===== config.mk =====
export PLATFORM = sky130hd
export DESIGN_NAME = fifo112x_ctl_flat
export DESIGN_NICKNAME = d
export VERILOG_FILES = /design/src/rtl/fifo112x_ctl_if.sv /design/src/rtl/fifo112x_ctl.sv /design/src/flat_wrapper.sv
export SDC_FILE = /design/constraint.sdc
export NUM_CORES = 1
export LEC_CHECK = 0
export CORE_MARGIN = 8
export CORE_UTILIZATION = 32
export DETAILED_ROUTE_END_ITERATION = 10
export GPL_ROUTABILITY_DRIVEN = 0
export PLACE_DENSITY = 0.8
export SYNTH_ARGS = -nofsm -noshare
export SYNTH_HDL_FRONTEND = slang
export SYNTH_SLANG_ARGS = --single-unit

===== constraint.sdc =====
create_clock -name clk -period 2.7 [get_ports clk]
set_clock_uncertainty 0.05 [all_clocks]
set_input_delay 0.405 -clock clk [delete_from_list [all_inputs] [get_ports clk]]
set_output_delay 0.405 -clock clk [all_outputs]
set_load 0.02 [all_outputs]

===== src/rtl/fifo112x_ctl_if.sv =====
// fifo112x_ctl_if: push/pop datapath and RAM-wrapper signals of fifo112x_ctl.
//   slave  : controller view (fifo112x_ctl)
//   master : environment view (datapath plus RAM wrapper)
// Signals:
//   push, push_data, pop, err_clr        requests from the datapath
//   rd_data, rd_vld                      read return
//   full, empty, afull, count, ovf, udf  status and error flags
//   ram_wa, ram_we, ram_di, ram_ra       RAM wrapper command side
//   ram_do                               RAM wrapper read data
interface fifo112x_ctl_if #(
  parameter int ADDRBIT = 5,
  parameter int WIDTH   = 32
);
  logic               push;
  logic [WIDTH-1:0]   push_data;
  logic               pop;
  logic               err_clr;
  logic [WIDTH-1:0]   rd_data;
  logic               rd_vld;
  logic               full;
  logic               empty;
  logic               afull;
  logic [ADDRBIT:0]   count;
  logic               ovf;
  logic               udf;
  logic [ADDRBIT-1:0] ram_wa;
  logic               ram_we;
  logic [WIDTH-1:0]   ram_di;
  logic [ADDRBIT-1:0] ram_ra;
  logic [WIDTH-1:0]   ram_do;

  modport master (
    output push, push_data, pop, err_clr, ram_do,
    input  rd_data, rd_vld, full, empty, afull, count, ovf, udf,
           ram_wa, ram_we, ram_di, ram_ra
  );

  modport slave (
    input  push, push_data, pop, err_clr, ram_do,
    output rd_data, rd_vld, full, empty, afull, count, ovf, udf,
           ram_wa, ram_we, ram_di, ram_ra
  );
endinterface


===== src/rtl/fifo112x_ctl.sv =====
// fifo112x_ctl: single-clock FIFO controller in front of a registered
// dual-port RAM wrapper. Owns write/read pointers, total occupancy, readable
// count, flags, error reporting and the read-valid pipeline.
// Ports:
//   clk  single clock (RAM wrapper wclk/rclk tied to it)
//   rst  asynchronous, active-high reset
//   bus  fifo112x_ctl_if.slave: push/pop side, status, RAM command/data
// Optional feature: define FIFO112X_CTL_STICKY_ERR_EN for sticky ovf/udf
// cleared by err_clr; otherwise ovf/udf are one-cycle pulses.
module fifo112x_ctl #(
  parameter int ADDRBIT  = 5,
  parameter int DEPTH    = 32,
  parameter int WIDTH    = 32,
  parameter int RDLAT    = 2,
  parameter int AFULL_TH = 28
) (
  input  logic             clk,
  input  logic             rst,
  fifo112x_ctl_if.slave    bus
);

  localparam logic [ADDRBIT-1:0] LAST_PTR = ADDRBIT'(DEPTH - 1);
  localparam logic [ADDRBIT:0]   DEPTH_C  = (ADDRBIT + 1)'(DEPTH);
  localparam logic [ADDRBIT:0]   AFULL_C  = (ADDRBIT + 1)'(AFULL_TH);

  logic [ADDRBIT-1:0] wptr;
  logic [ADDRBIT-1:0] rptr;
  logic [ADDRBIT:0]   count_q;
  logic [ADDRBIT:0]   rcnt;
  logic               push_dly;
  logic [RDLAT-1:0]   vld_pipe;
  logic               ovf_q;
  logic               udf_q;

  logic full_w;
  logic empty_w;
  logic push_acc;
  logic pop_acc;
  logic ovf_ev;
  logic udf_ev;

  // Acceptance is gated by rst so the RAM sees no write during reset.
  always_comb begin
    full_w   = (count_q == DEPTH_C);
    empty_w  = (rcnt == '0);
    pop_acc  = bus.pop & ~empty_w & ~rst;
    push_acc = bus.push & ~rst & (~full_w | pop_acc);
    ovf_ev   = bus.push & ~push_acc;
    udf_ev   = bus.pop & empty_w;
  end

  always_ff @(posedge clk or posedge rst) begin
    if (rst) begin
      wptr     <= '0;
      rptr     <= '0;
      count_q  <= '0;
      rcnt     <= '0;
      push_dly <= 1'b0;
      vld_pipe <= '0;
      ovf_q    <= 1'b0;
      udf_q    <= 1'b0;
    end else begin
      if (push_acc) wptr <= (wptr == LAST_PTR) ? '0 : wptr + 1'b1;
      if (pop_acc)  rptr <= (rptr == LAST_PTR) ? '0 : rptr + 1'b1;

      case ({push_acc, pop_acc})
        2'b10:   count_q <= count_q + 1'b1;
        2'b01:   count_q <= count_q - 1'b1;
        default: count_q <= count_q;
      endcase

      // Two-stage delay from push to readable: push_dly, then the rcnt
      // register itself. A word pushed in t is poppable from t+2, after the
      // wrapper has committed its write at the end of t+1.
      push_dly <= push_acc;
      rcnt     <= rcnt + (ADDRBIT + 1)'(push_dly) - (ADDRBIT + 1)'(pop_acc);

      vld_pipe[0] <= pop_acc;
      for (int unsigned i = 1; i < RDLAT; i++) begin
        vld_pipe[i] <= vld_pipe[i-1];
      end

`ifdef FIFO112X_CTL_STICKY_ERR_EN
      // A new event wins over a same-cycle clear.
      ovf_q <= ovf_ev | (ovf_q & ~bus.err_clr);
      udf_q <= udf_ev | (udf_q & ~bus.err_clr);
`else
      ovf_q <= ovf_ev;
      udf_q <= udf_ev;
`endif
    end
  end

`ifndef FIFO112X_CTL_STICKY_ERR_EN
  logic unused_err_clr;
  assign unused_err_clr = bus.err_clr;
`endif

  assign bus.ram_we  = push_acc;
  assign bus.ram_wa  = wptr;
  assign bus.ram_di  = bus.push_data;
  assign bus.ram_ra  = rptr;
  assign bus.rd_data = bus.ram_do;
  assign bus.rd_vld  = vld_pipe[RDLAT-1];
  assign bus.full    = full_w;
  assign bus.empty   = empty_w;
  assign bus.afull   = (count_q >= AFULL_C);
  assign bus.count   = count_q;
  assign bus.ovf     = ovf_q;
  assign bus.udf     = udf_q;

endmodule


===== src/flat_wrapper.sv =====
// flat-port wrapper written by rule: the top's interface ports become plain ports
module fifo112x_ctl_flat 
#(
  parameter int ADDRBIT  = 5,
  parameter int DEPTH    = 32,
  parameter int WIDTH    = 32,
  parameter int RDLAT    = 2,
  parameter int AFULL_TH = 28
)
  (clk, rst, bus_push, bus_push_data, bus_pop, bus_err_clr, bus_ram_do, bus_rd_data, bus_rd_vld, bus_full, bus_empty, bus_afull, bus_count, bus_ovf, bus_udf, bus_ram_wa, bus_ram_we, bus_ram_di, bus_ram_ra);
  fifo112x_ctl_if #(.ADDRBIT(ADDRBIT), .WIDTH(WIDTH)) bus_i ();
  input  logic clk;
  input  logic rst;
  input wire logic [$bits(bus_i.push)-1:0] bus_push;
  input wire logic [$bits(bus_i.push_data)-1:0] bus_push_data;
  input wire logic [$bits(bus_i.pop)-1:0] bus_pop;
  input wire logic [$bits(bus_i.err_clr)-1:0] bus_err_clr;
  input wire logic [$bits(bus_i.ram_do)-1:0] bus_ram_do;
  output wire logic [$bits(bus_i.rd_data)-1:0] bus_rd_data;
  output wire logic [$bits(bus_i.rd_vld)-1:0] bus_rd_vld;
  output wire logic [$bits(bus_i.full)-1:0] bus_full;
  output wire logic [$bits(bus_i.empty)-1:0] bus_empty;
  output wire logic [$bits(bus_i.afull)-1:0] bus_afull;
  output wire logic [$bits(bus_i.count)-1:0] bus_count;
  output wire logic [$bits(bus_i.ovf)-1:0] bus_ovf;
  output wire logic [$bits(bus_i.udf)-1:0] bus_udf;
  output wire logic [$bits(bus_i.ram_wa)-1:0] bus_ram_wa;
  output wire logic [$bits(bus_i.ram_we)-1:0] bus_ram_we;
  output wire logic [$bits(bus_i.ram_di)-1:0] bus_ram_di;
  output wire logic [$bits(bus_i.ram_ra)-1:0] bus_ram_ra;
  assign bus_i.push = bus_push;
  assign bus_i.push_data = bus_push_data;
  assign bus_i.pop = bus_pop;
  assign bus_i.err_clr = bus_err_clr;
  assign bus_i.ram_do = bus_ram_do;
  assign bus_rd_data = bus_i.rd_data;
  assign bus_rd_vld = bus_i.rd_vld;
  assign bus_full = bus_i.full;
  assign bus_empty = bus_i.empty;
  assign bus_afull = bus_i.afull;
  assign bus_count = bus_i.count;
  assign bus_ovf = bus_i.ovf;
  assign bus_udf = bus_i.udf;
  assign bus_ram_wa = bus_i.ram_wa;
  assign bus_ram_we = bus_i.ram_we;
  assign bus_ram_di = bus_i.ram_di;
  assign bus_ram_ra = bus_i.ram_ra;
  fifo112x_ctl #(.ADDRBIT(ADDRBIT), .DEPTH(DEPTH), .WIDTH(WIDTH), .RDLAT(RDLAT), .AFULL_TH(AFULL_TH)) u_core (.clk(clk), .rst(rst), .bus(bus_i));
endmodule

# == Word-level counts from Yosys, hierarchy flattened ==
# Cells that the tools add are included.
# Widths: inputs -> output; s select.
# totals
reg_bits,27
in_bits,69
out_inout_bits,87
wordCells,36
# classes
n_addsub,6
order_cmp,1
eq_ne,5
n_mux,3
bitwise_logic,11
reduce_logical,2
# op_table
operator,n
$pmux 6 s2,1
$add 5x1->5 const B,2
$eq 5x5->1 const B,2
$mux 5,2
$add 6x1->6,1
$add 6x1->6 const B,1
$and 1x1->1,6
$eq 6x6->1 const B,1
$ge 6x5->1 const B,1
$logic_not 6->1,1
$sub 6x1->6,1
$sub 6x1->6 const B,1
$not 1->1,4
$eq 2x1->1 const B,1
$eq 2x2->1 const B,1
$reduce_bool 2->1,1
$or 1x1->1,1

# == Depth between registers and ports, before layout ==
# Gate-level depths: netlist (run 1).
# logic_depth
word_depth,8
ltp_mapped,14
mapped_depth_nobuf,14

# == Worst setup path after synthesis (run 1) ==
# OpenSTA, ideal clock, no wires.
# synth_timing
path_type,reg2reg
start,register u_core.rcnt[2]
end,"register u_core.count_q[5], in the netlist u_core.bus.count[5]"
t_arrival_ns,2.465
setup_slack_ns,0.091
path_stages_with_launch,11
n_path_buf,0
period_less_slack_ns,2.609
cell_sequence,dfrtp_1 > inv_1 > ha_1 > nand4bb_4 > nand2_1 > inv_1 > ha_1 > and3_1 > a2111oi_2 > a21oi_1 > a221oi_2
# synth_via
elab_chain_len,8
elab_cells_between_ends,10
# synth_rtl
element,line_no,text
"start, declared",fifo112x_ctl.sv:29,logic [ADDRBIT:0] rcnt;
"start signal, assigned",fifo112x_ctl.sv:76,rcnt <= rcnt + (ADDRBIT + 1)'(push_dly) - (ADDRBIT + 1)'(pop_acc);
$logic_not 6->1 *,fifo112x_ctl.sv:45,empty_w = (rcnt == '0);
$not 1->1 *,fifo112x_ctl.sv:46,pop_acc = bus.pop & ~empty_w & ~rst;
$and 1x1->1 * (2 in a row),fifo112x_ctl.sv:46,
$or 1x1->1,fifo112x_ctl.sv:47,push_acc = bus.push & ~rst & (~full_w | pop_acc);
$and 1x1->1,fifo112x_ctl.sv:47,
$eq 2x1->1 / $eq 2x2->1 (equally long branches),fifo112x_ctl.sv:66,"case ({push_acc, pop_acc})"
$pmux 6 s2 / $reduce_bool 2->1 (equally long branches),-,
"end signal, assigned",fifo112x_ctl.sv:67,2'b10: count_q <= count_q + 1'b1;
"end signal, assigned",fifo112x_ctl.sv:68,2'b01: count_q <= count_q - 1'b1;
"end signal, assigned",fifo112x_ctl.sv:69,default: count_q <= count_q;
"end, declared",fifo112x_ctl.sv:28,logic [ADDRBIT:0] count_q;
# Mark *: on every way between the ends. The rest lies on a longest branch, timed or not.
# A chain may end at the register's enable or synchronous reset.

# == Worst setup path in the final report (run 1) ==
# layout_timing
start,"register u_core.count_q[0], in the netlist u_core.bus.count[0]"
end,output bus_full
# layout_via
elab_chain_len,1
# layout_rtl
element,line_no,text
$eq 6x6->1,fifo112x_ctl.sv:44,full_w = (count_q == DEPTH_C);
"end, declared",flat_wrapper.sv:21,output wire logic [$bits(bus_i.full)-1:0] bus_full;
# No other way between the ends.

==> impl_metrics.tcl, run 1 <==
set metrics [dict create \
    status "completed" \
    async_flop_share 1.00 \
    critPathMaxFanout 6 \
    max_freq_ghz 0.386 \
    drive_gt1_frac 0.223 \
    fin_nets 290 \
    routed-via-count 1352 \
    slowest_delay_ns 0.64 \
    clk_latency_ns 0.27 \
    crit_type "reg2out" \
    syn-num-nets 304 \
    p_sw_mw 0.982 \
    cts_made_buffers 3 \
    p_int_mw 1.40 \
    cp_num_cells 3 \
    wl_per_cell_um 14.1 \
    relSlewSlack 0.737 \
    reg2reg_from "u_core.rcnt[3]" \
    start_util 0.334 \
    syn_area_per_cell_um2 9.84 \
    netSwitchingFraction 0.412 \
    synthFlopType "dfrtp_1" \
    placed_cell_area_mm2 0.00213 \
    fillCellCount 657 \
    die_h_um 97.7 \
    grt_pass1_wl_um 6670 \
    worstPathBufferInverterCount 1 \
    diodes 0 \
    maxCapViolCount 0 \
    hold_class "reg2reg" \
    cts-root-buf "clkbuf_8" \
    p_leak_nw 1.03 \
    cts_max_path_buffers 2 \
    grt_max_degree 29 \
    critPathCaptureType "output port" \
    final_max_slew_viol_count 0 \
    yosysUniqueCellTypes 50 \
    r2r_setup_slack_ns 0.16 \
    fp.dieW_um 97.7 \
    core_mm2 0.00639 \
    port_buffers 26 \
    p_seq_frac 0.312 \
    final_hold_viol_count 0 \
    overflow 0 \
    reg2reg_depth 11 \
    dieArea_mm2 0.00954 \
    cp-startpoint "u_core.bus.count[0]" \
    firstDrtPassIters 4 \
    routed_wl_um 3940 \
    drc 0 \
    ys_top_cells_by_count "buf_4, dfrtp_1, inv_1" \
    combPwrFrac 0.592 \
    cts_tree "done" \
    ff_latch_area_um2 676 \
    std_cell_rows 29 \
    finalInstanceArea_mm2 0.00223 \
    clk_pin_slew_ns 0.10 \
    synth-seq-area-share 0.317 \
    synthCells 217 \
    vias_per_cell 4.85 \
    io_pins 156 \
    dp_cells 273 \
    worst_ir_drop_vdd_mv 0.400 \
    reg2reg_to "u_core.bus.count[5]" \
    cts_sinks 27 \
    critical_path.cell_chain "or4_4, nor2_4, clkdlybuf4s50_1" \
    tightest_slew_ns 0.391 \
    clockPowerShare 0.097 \
    fin_crit_ns 2.59 \
    final.period_utilization 0.959 \
    syn_area_mm2 0.00213 \
    yosys_warnings 0 \
    setup.worst_path.start_class "register" \
    dp_hpwl_um 3110 \
    cpMaxStageDelayCell "clkdlybuf4s50_1" \
    dr.first_iter.drc_count 38 \
    crit_end "bus_full" \
    arrival_ns 2.13 \
    synth_edf_count 0 \
    setup_viol 0 \
    required_ns 2.25 \
    yosysMostFrequentCell "buf_4" \
    cp_top_family "simple AND/OR/NAND/NOR gates" \
    yosys.area.top_type "dfrtp_1" \
    yosysTopAreaCellShare 0.317 \
    antenna_found_initial 0 \
    synth_area_leaders "dfrtp_1, buf_4, ha_1" \
    first_global_vias 1377 \
    p_per_area_mw_per_mm2 1070 \
    finalPower_mw 2.38 \
    holdPathStages 0 \
    syn2layout_area_growth_pct 4.57 \
    ys_ff_latch 27 \
    multi_input_area_um2 916 \
    track_usage 0.0823 \
    cts_max_level 1 \
    antenna_left 0 \
    fin_cells 279 \
]
==> routing by layer <==
layer | vias up | global-route usage | wire length, um
li1 | 630 | - | -
met5 | - | 0 | 0
met3 | 28 | 0.0363 | 291
met4 | 0 | 0.0408 | 103
met1 | 658 | 0.0866 | 1610
met2 | 36 | 0.137 | 1940
==> cells in the final DEF, fill, tap and decap left out, types with 2 or more instances in the layout <==
cell,netlist,final
mux2_1,2,2
inv_1,20,19
nand3b_1,2,2
xor2_1,2,2
o31ai_1,2,2
nand2_1,8,7
nand2b_1,3,3
nor3b_1,3,2
clkdlybuf4s50_1,0,25
and2_1,3,3
a21o_1,2,2
inv_2,1,2
xnor2_1,4,4
o21ai_0,8,8
a31oi_1,2,2
ha_4,0,2
fa_1,2,2
dfrtp_1,27,27
nor2_1,3,3
clkbuf_8,0,3
o31a_1,2,2
buf_4,64,20
ha_1,16,13
mux2_4,2,2
and3_1,5,5
nand3_1,3,3
a21oi_1,4,4
==> state kept, by name, indices dropped and copies added (netlist names) <==
| name | flops |
|---|---|
| u_core.push_dly | 1 |
| u_core.vld_pipe | 2 |
| u_core.bus.ram_wa | 5 |
| u_core.bus.ovf | 1 |
| u_core.rcnt | 6 |
| u_core.bus.count | 6 |
| u_core.bus.udf | 1 |
| u_core.bus.ram_ra | 5 |
==> area by class of cell <==
cell class | instances | area share
Clock inverter | 1 | 0.00224
Timing Repair Buffer | 46 | 0.183
Multi-Input combinational cell | 102 | 0.410
Clock buffer | 3 | 0.0185
Tap cell | 77 | 0.0432
Inverter | 23 | 0.0398
Sequential cell | 27 | 0.303
==> cells by family after synthesis <==
logic type               share of synthesized area
buffers and inverters                        0.272
AO/OA/AOI/OAI                                0.114
multiplexers                                0.0346
AND/OR/NAND/NOR                              0.125
XOR/XNOR                                    0.0246
adder cells (fa/ha/maj)                      0.113
flip-flops                                   0.317
==> timing repair <==
action | CTS | global route
resized for setup | 2 | 6
buffers inserted | 0 | 2
hold endpoints to repair | 0 | 0
gates cloned | 0 | 0
setup endpoints to repair | 1 | 3
hold buffers | 0 | 0
==> worst min path at each step <==
| stage | start | slack, ns | endpoint |
|---|---|---|---|
| after global routing | u_core.vld_pipe[0] | 0.32 | u_core.vld_pipe[1] |
| after detailed placement | u_core.vld_pipe[0] | 0.28 | u_core.vld_pipe[1] |
| final | u_core.vld_pipe[0] | 0.31 | u_core.vld_pipe[1] |
| after floorplan | u_core.vld_pipe[0] | 0.28 | u_core.vld_pipe[1] |
| after CTS | u_core.vld_pipe[0] | 0.31 | u_core.vld_pipe[1] |
| after global placement | u_core.vld_pipe[0] | 0.29 | u_core.vld_pipe[1] |
==> power groups by stage <==
stage / Combinational [mW] / Clock [mW] / Sequential, mW
2_1_floorplan: 0.917 / 0 / 0.840
3_3_place_gp: 1.35 / 0 / 0.740
3_5_place_dp: 1.40 / 0 / 0.749
4_1_cts: 1.41 / 0.239 / 0.742
5_1_grt: 1.56 / 0.259 / 0.775
6_report: 1.41 / 0.231 / 0.743
==> per-stage QoR <==
step                      hold WS (ns)  setup WS [ns]  utilization  TNS [ns]
after floorplan                  0.281         0.0913            -         0
after global placement           0.286         -0.159        0.334    -0.334
after detailed placement         0.285         -0.236        0.334    -0.588
after CTS                        0.308         0.0283        0.342         0
after global routing             0.317       -0.00189        0.350  -0.00189
final                            0.305          0.111        0.350         0
No activity file was read; power rests on OpenSTA's default activity.
==> inputs of run 2 (changes only) <==
Settings changed: PLACE_DENSITY 0.8 to 0.79.
==> run 2 against run 1 <==
  * Global-route usage is 0.52 points lower
  * Worst hold slack improved by 0.0029 ns
  * Clock-buffer cell count stayed put
  * Combinational power is essentially flat
  * Wire length down 1.9%
  * Non-clock buffer count decreased by 1
  * Largest power group unchanged
  * Die area unchanged
  * Largest cell class unchanged
  * Maximum frequency is essentially flat
  * Final cell count is 0.36% lower
==> impl_metrics.tcl, run 2 (synthesis results as in run 1) <==
set metrics [dict create \
    status "completed" \
    cts_max_path_buffers 2 \
    diodes 0 \
    vias_per_cell 4.83 \
    track_usage 0.0771 \
    worstHoldEndpoint "u_core.vld_pipe[1]" \
    die_h_um 97.7 \
    routed.top_layer "met4" \
    finalPower_mw 2.35 \
    firstDrtPassIters 4 \
    relSlewSlack 0.760 \
    wl_met2_um 1840 \
    hold_start "u_core.vld_pipe[0]" \
    wl_met3_um 381 \
    antenna_left 0 \
    antenna_found_initial 0 \
    fin_cells 278 \
    cts_tree "done" \
    setup_viol 0 \
    port_buffers 26 \
    final.period_utilization 0.959 \
    p_leak_nw 1.03 \
    dp_cells 272 \
    overflow 0 \
    dieArea_mm2 0.00954 \
    tightest_slew_ns 0.357 \
    start_util 0.334 \
    finalSetupTns_ns 0 \
    cts_max_level 1 \
    max_freq_ghz 0.386 \
    drive_gt1_frac 0.209 \
    hold_class "reg2reg" \
    fin_nets 289 \
    holdPathStages 0 \
    wl_met1_um 1560 \
    reg2reg_from "u_core.rcnt[2]" \
    layout_common_cells "dfrtp_1, clkdlybuf4s50_1, inv_1, buf_4, ha_1" \
    dp_hpwl_um 3110 \
    io_pins 156 \
    core_mm2 0.00639 \
    crit_type "reg2out" \
    fin_crit_ns 2.59 \
    first_global_vias 1314 \
    reg2reg_depth 11 \
    cts-root-buf "clkbuf_8" \
    rsz0062_at_grt "no" \
    cts_sinks 27 \
    grt_max_degree 29 \
    r2r_setup_slack_ns 0.19 \
    maxCapViolCount 0 \
    drc 0 \
    critPathMaxFanout 6 \
    setup.worst_path.start_class "register" \
    routed-via-count 1342 \
    clk_pin_slew_ns 0.09 \
    required_ns 2.25 \
    std_cell_rows 29 \
    reg2reg_to "u_core.bus.count[5]" \
    syn2layout_area_growth_pct 3.52 \
    cts_made_buffers 3 \
    wl_per_cell_um 13.9 \
    dr.first_iter.drc_count 34 \
    p_per_area_mw_per_mm2 1060 \
    critPathCaptureType "output port" \
    fillCellCount 658 \
    final_max_slew_viol_count 0 \
    routed_wl_um 3870 \
    fp.dieW_um 97.7 \
    final_common_cell "dfrtp_1" \
    clk_latency_ns 0.27 \
    grt_pass1_wl_um 6170 \
    arrival_ns 2.14 \
    worst_ir_drop_vdd_mv 0.474 \
    final_hold_viol_count 0 \
]
run 2: final cells by class:
type,instances,area (um^2),share of cell area
Clock buffer,3,41.3,0.0187
Multi-Input combinational cell,102,901,0.408
Clock inverter,1,5.00,0.00227
Inverter,23,88.8,0.0402
Sequential cell,27,676,0.306
Tap cell,77,96.3,0.0436
Timing Repair Buffer,45,402,0.182
run 2: critical path, stage by stage (launching register included):
cell,delay [ns]
dfrtp_1,0.45
or4_4,0.60
nor2_4,0.17
clkdlybuf4s50_1,0.64
run 2: power by group:
part,leakage (nW),switching [mW],internal [mW]
Sequential,0.326,0.165,0.572
Clock,0.0255,0.122,0.103
Combinational,0.674,0.672,0.712
run 2: how the worst max path moves through the flow:
stage	slack, ns	endpoint	from
after global routing	0.03	bus_full	u_core.bus.count[0]
after global placement	-0.17	u_core.bus.count[5]	bus_pop
after CTS	0.05	u_core.bus.count[5]	u_core.rcnt[2]
after floorplan	0.09	u_core.bus.count[5]	u_core.rcnt[2]
after detailed placement	-0.20	u_core.bus.count[5]	bus_pop
final	0.11	bus_full	u_core.bus.count[0]
run 2: per-layer routing:
| metal | GRT usage | up-vias |
|---|---|---|
| met5 | 0 | - |
| met2 | 0.124 | 44 |
| met3 | 0.0327 | 20 |
| met4 | 0.0431 | 0 |
| li1 | - | 632 |
| met1 | 0.0836 | 646 |
run 2: per-stage QoR:
step / area (um^2) / setup WS [ns] / util / hold WS (ns)
finish: 2210 / 0.110 / 0.346 / 0.308
detailed placement: 2130 / -0.203 / 0.333 / 0.288
CTS: 2170 / 0.0460 / 0.341 / 0.311
floorplan: 2130 / 0.0913 / - / 0.281
global route: 2210 / 0.0321 / 0.346 / 0.330
global placement: 2130 / -0.165 / 0.333 / 0.284
run 2: timing repair:
action	CTS	global route
resized for setup	2	5
buffers inserted	0	2
hold buffers	0	0
setup endpoints to repair	1	2
